### src/rtl/pc_sequencer.sv
// pc_sequencer
//   Owns the program counter of the pipelined CPU. Each cycle it picks the
//   next-PC source for fetch: fall-through, branch, jump or register target.
//   A redirect that arrives while fetch is stalled is buffered and is applied
//   on the first unstalled edge, so no redirect is lost.
//
// Configuration macro:
//   PC_ALIGN_CHECK_EN - when defined, requests whose target[1:0] != 0 are
//                       rejected and flagged on misalign for one cycle.
//                       When undefined, misalign is tied to 0.
//
// Ports:
//   clk              in   1   system clock, rising edge
//   reset            in   1   synchronous, active-high reset
//   stall            in   1   hazard-unit freeze of fetch; pc holds while high
//   br_take          in   1   branch-taken pulse
//   br_target        in  32   branch target
//   j_take           in   1   j/jal pulse
//   j_target         in  32   jump target
//   jr_take          in   1   jr/jalr pulse
//   jr_target        in  32   register target
//   pc               out 32   current fetch address (registered)
//   pc_plus4         out 32   pc + 4 (combinational, modulo 2^32)
//   pc_sel           out  2   source applied at the coming edge
//                             (0 fall-through/hold, 1 branch, 2 jump, 3 jr)
//   redirect_pending out  1   a buffered redirect awaits stall release
//   misalign         out  1   one-cycle flag for a rejected misaligned target

module pc_sequencer #(
   parameter logic [31:0] RESET_PC = 32'h0000_3000
) (
   input  logic        clk,
   input  logic        reset,
   input  logic        stall,
   input  logic        br_take,
   input  logic [31:0] br_target,
   input  logic        j_take,
   input  logic [31:0] j_target,
   input  logic        jr_take,
   input  logic [31:0] jr_target,
   output logic [31:0] pc,
   output logic [31:0] pc_plus4,
   output logic [1:0]  pc_sel,
   output logic        redirect_pending,
   output logic        misalign
);

   typedef enum logic [0:0] {RUN = 1'b0, PEND = 1'b1} state_t;

   localparam logic [1:0] SEL_SEQ = 2'd0;
   localparam logic [1:0] SEL_BR  = 2'd1;
   localparam logic [1:0] SEL_J   = 2'd2;
   localparam logic [1:0] SEL_JR  = 2'd3;

   state_t      state, state_next;
   logic [31:0] pend_target, pend_target_next;
   logic [1:0]  pend_code, pend_code_next;
   logic [31:0] pc_next;

   logic        req_valid;
   logic [1:0]  req_code;
   logic [31:0] req_target;
   logic        reject;
   logic        accept;

   assign pc_plus4         = pc + 32'd4;
   assign redirect_pending = (state == PEND);

   // Fixed priority jr > j > br; losers in the same cycle are dropped.
   always_comb begin
      req_valid  = 1'b1;
      req_code   = SEL_SEQ;
      req_target = 32'h0;
      if (jr_take) begin
         req_code   = SEL_JR;
         req_target = jr_target;
      end else if (j_take) begin
         req_code   = SEL_J;
         req_target = j_target;
      end else if (br_take) begin
         req_code   = SEL_BR;
         req_target = br_target;
      end else begin
         req_valid  = 1'b0;
      end
   end

`ifdef PC_ALIGN_CHECK_EN
   assign reject = req_valid && (req_target[1:0] != 2'b00);
`else
   assign reject = 1'b0;
`endif

   // A rejected request behaves exactly like no request at all.
   assign accept = req_valid && !reject;

   always_comb begin
      // NOTE: every output of this block gets a default first so no path
      // leaves a value unassigned, which would infer a latch.
      state_next       = state;
      pend_target_next = pend_target;
      pend_code_next   = pend_code;
      pc_next          = pc;
      pc_sel           = SEL_SEQ;

      if (stall) begin
         // Fetch frozen: buffer the latest accepted request.
         if (accept) begin
            state_next       = PEND;
            pend_target_next = req_target;
            pend_code_next   = req_code;
         end
      end else if (accept) begin
         // A fresh request supersedes anything still pending.
         pc_next    = req_target;
         pc_sel     = req_code;
         state_next = RUN;
      end else if (state == PEND) begin
         pc_next    = pend_target;
         pc_sel     = pend_code;
         state_next = RUN;
      end else begin
         pc_next    = pc_plus4;
      end
   end

   always_ff @(posedge clk) begin
      // NOTE: state registers use non-blocking assignments so every flop
      // samples pre-edge values regardless of statement order.
      if (reset) begin
         pc          <= RESET_PC;
         state       <= RUN;
         pend_target <= 32'h0;
         pend_code   <= SEL_SEQ;
      end else begin
         pc          <= pc_next;
         state       <= state_next;
         pend_target <= pend_target_next;
         pend_code   <= pend_code_next;
      end
   end

`ifdef PC_ALIGN_CHECK_EN
   always_ff @(posedge clk) begin
      if (reset) begin
         misalign <= 1'b0;
      end else begin
         misalign <= reject;
      end
   end
`else
   assign misalign = 1'b0;
`endif

endmodule

### config.mk
export PLATFORM = sky130hd
export DESIGN_NAME = pc_sequencer
export DESIGN_NICKNAME = d
export VERILOG_FILES = /design/src/rtl/pc_sequencer.sv
export SDC_FILE = /design/constraint.sdc
export NUM_CORES = 1
export LEC_CHECK = 0
export CORE_MARGIN = 2
export CORE_UTILIZATION = 45
export CTS_CLUSTER_SIZE = 16
export DETAILED_ROUTE_END_ITERATION = 7
export PLACE_DENSITY_LB_ADDON = 0.08
export SLEW_MARGIN = 20
export SYNTH_ARGS = -nofsm -noshare
export SYNTH_HDL_FRONTEND = slang
export SYNTH_SLANG_ARGS = --single-unit
### constraint.sdc
create_clock -name clk -period 3 [get_ports clk]
set_input_delay 0.75 -clock clk [delete_from_list [all_inputs] [get_ports clk]]
set_output_delay 0.75 -clock clk [all_outputs]
set_load 0.005 [all_outputs]
==> run summary <==
===========================================================================================
Status                                                                            completed
Cell count of the worst reg-to-reg path                                                  11
Number of enable-type register cells in the synthesized netlist                           0
Maximum number of pins on one net before global-route repair                             45
Die span in x                                                                        102 um
Number of pins with negative max-slew slack in the final report                           0
Post-DRT Antenna Nets                                                                     0
Worst min-delay path class                                                     flop to flop
Relative area change from synthesis to final layout                                   57.7%
Source-to-sink clock delay at the later pin of the worst-skew pair                   350 ps
Final-layout fill cell count                                                            747
Maximum net fanout on the critical path                                                   4
Max-capacitance violation count                                                           0
Average wire per standard cell                                                      16.9 um
Sequential area share after synthesis                                                 30.9%
Fraction of synthesized cell area taken by the top area cell type                     30.9%
Routability congestion estimate                                                       0.924
Post-Layout Inst Area                                                              6840 um2
Area occupied by multi-input gates                                                 2850 um2
Number of library cell types mapped by synthesis                                         54
Number of design-rule violations left by the first detailed-router iteration            348
Series of cell instances along the critical path                               nand3_1 -> buf_4 -> nor4_4 -> buf_4 -> nand2_1 -> xnor2_1 -> clkdlybuf4s50_1
Post-route DRC violation count                                                            0
Worst-margin pin slew                                                                665 ps
Final Skew                                                                          8.79 ps
Startpoint type of the worst setup path                                                flop
Share of final-layout standard cells stronger than drive strength 1                   16.6%
Cell seen most often among critical-path stages                                sky130_fd_sc_hd__buf_4
Clock edge transition at the registers on the reported setup and hold paths           70 ps
Relative max-transition margin                                                        55.5%
Cts bufs inserted                                                                         9
Cell count after synthesis                                                              600
Total global routing track utilization                                                29.5%
Sw Ratio                                                                              28.8%
Wire length of the first global-routing pass                                      24,300 um
Net Count, Synth                                                                        703
Root Driver                                                                    sky130_fd_sc_hd__clkbuf_8
Number of optimization iterations in the first detailed-route pass                        5
Number of levels in the clock H-tree                                                      3
Clock period minus worst slack                                                      2950 ps
Total congestion overflow after global routing                                            0
CTS tree                                                                              built
Most area-hungry cell type in the Yosys netlist                                sky130_fd_sc_hd__dfxtp_1
Overall via count from detail_route                                                   5,315
Antenna cell count                                                                        0
Sequential power share                                                                39.8%
Mean instance size in the synthesized netlist                                      7.23 um2
Start of the worst register-to-register path                                          pc[3]
Register area                                                                      1370 um2
Leakage power of the design                                                         2.65 nW
Nature of the critical path endpoint                                           primary output
Startpoint-to-endpoint class of the critical path                              flop to primary output
Setup-violating endpoint count in the final report                                        0
Origin of the worst min-delay path                                             pend_target[20]
Routed WL                                                                         15,600 um
Fraction of synthesis flops using an asynchronous set or reset pin                       0%
Worst hold path endpoint                                                       pend_target[20]
Number of global-route vias before repair                                             4,896
Die Height                                                                           102 um
# port buffers                                                                          168
CP required                                                                         2250 ps
WP data arrival                                                                     2200 ps
Highest attainable clock frequency                                                  338 MHz
R2R setup slack                                                                      910 ps
Mapped cell area                                                                   4340 um2
IR drop worst, VDD                                                                   203 uV
Antenna violations before repair                                                          0
Cells taking the most area after synthesis                                     sky130_fd_sc_hd__dfxtp_1 31%, sky130_fd_sc_hd__a21oi_1 10%, sky130_fd_sc_hd__nand2_1 9.4%
Final Total Pwr                                                                     2.53 mW
Number of standard-cell rows in the floorplan                                            35
Floorplan Core Area                                                                9280 um2
Leading cell types in the layout, fill and taps excluded                       149 x sky130_fd_sc_hd__clkdlybuf4s50_1, 108 x sky130_fd_sc_hd__nand2_1, 87 x sky130_fd_sc_hd__a21oi_1
Via-to-Cell Ratio                                                                      5.75
Portion of total power attributed to combinational logic                              27.5%
Syn. warnings                                                                             0
Reg2Reg Capture Point                                                                pc[16]
Most frequent standard cell in the layout excluding fill and tap cells         sky130_fd_sc_hd__clkdlybuf4s50_1
Effective utilization at floorplan                                                    46.7%
Number of endpoints with negative hold slack in the final report                          0
Total placed instance area                                                         6370 um2
Slowest stage delay, CP                                                              510 ps
Cell internal pwr                                                                   1.80 mW
Share of total power in the clock network                                             32.7%
Area of the die                                                                  10,400 um2
Count of nets after finishing                                                           893
Utilization after layout                                                              73.7%
Hold-fix buffer count after cts                                                           0
Top-level port count                                                                    170
Net switching power                                                                  727 uW
Worst hold slack across all endpoints                                                458 ps
#FFs+latches synth                                                                       67
DP Wirelength                                                                     11,500 um
Worst-case clock buffer depth                                                             2
Slowest CP cell                                                                sky130_fd_sc_hd__clkdlybuf4s50_1
Number of sinks handled by clock tree synthesis                                          67
Final clock period utilization by the worst path                                      98.5%
Pwr/cell area                                                                    369 nW/um2
Hold path depth                                                                           2
Main synth FF type                                                             sky130_fd_sc_hd__dfxtp_1
===========================================================================================
## flip-flops by register name (all words and copies together), names as in the netlist
signal,cells
pend_target,32
pc,32
redirect_pending,1
pend_code,2
## critical path: cells and delay by family, from the launching register on
kind / cells / cell delay [ps]
DFF: 1 / 360
and+or+nand+nor: 3 / 480
xor gates and xnor gates: 1 / 150
buffers and inverters: 3 / 880
## what timing repair did
action	in CTS	in global routing
buffers inserted	7	5
resized for setup	42	28
cloned	0	0
setup endpoints to repair	19	14
pin swaps	2	8
## metal layers
metal	GRT usage, %	routed length, um	vias to the layer above	part of all wire [%]
met1	39.8	6650	2472	43
met2	46.2	7310	270	47
met4	9.85	304	0	1.9
li1	-	-	2545	-
met5	0	0	-	0
met3	7.66	1340	28	8.6
## kinds of logic after synthesis
logic type      Yosys count  synth area share, %
compound gates          199                 29.2
xor+xnor                 28                 5.65
fa+ha+maj                 1                0.288
buf+inv                  70                 6.52
flops                    67                 30.9
mux                       1                0.231
other cells               1               0.0864
simple gates            233                 27.1
## synthesized netlist by cell type, types with 12 or more instances
cell type	n
sky130_fd_sc_hd__a211oi_1	14
sky130_fd_sc_hd__a21oi_1	87
sky130_fd_sc_hd__a22oi_1	20
sky130_fd_sc_hd__clkbuf_1	40
sky130_fd_sc_hd__dfxtp_1	67
sky130_fd_sc_hd__inv_1	15
sky130_fd_sc_hd__nand2_1	109
sky130_fd_sc_hd__nand3_1	16
sky130_fd_sc_hd__nand3b_1	12
sky130_fd_sc_hd__nor2_1	32
sky130_fd_sc_hd__nor2b_1	14
sky130_fd_sc_hd__o21ai_0	28
sky130_fd_sc_hd__xnor2_1	22
## worst max path at each step
stage	start	endpoint	slack, ps	cells past startpoint
after floorplan	pc[12]	pc_plus4[29]	440	6
after global placement	br_take	pend_target[7]	60	6
after detailed placement	br_take	pend_target[7]	60	6
after CTS	pc[7]	pc_plus4[29]	-50	7
after global routing	pc[8]	pc_plus4[19]	-10	7
final	pc[8]	pc_plus4[19]	50	7
## area by class of cell
cell class	instances	area share, %
Multi-Input combinational cell	463	41.7
Inverter	15	0.823
Tap cell	129	2.36
Clock inverter	5	1.13
Sequential cell	67	20.0
Timing Repair Buffer	234	32.1
Clock buffer	11	1.92
## per-stage QoR
stage	setup TNS (ps)	cells	setup slack, ps
finish	0	924	45.1
detailed placement	0	896	61.2
CTS	-49.9	919	-49.9
global route	-21.2	924	-14.0
floorplan	0	600	438
global placement	0	896	64.8
## power groups by stage
stage,Sequential [mW],Combinational (mW),Clock [mW]
detailed placement,1.02,0.686,0
floorplan,1.02,0.291,0
finish,1.01,0.694,0.827
CTS,1.00,0.684,0.820
global placement,1.02,0.675,0
global route,1.01,0.752,0.867
Note: power is estimated with default switching activity, not from simulation.
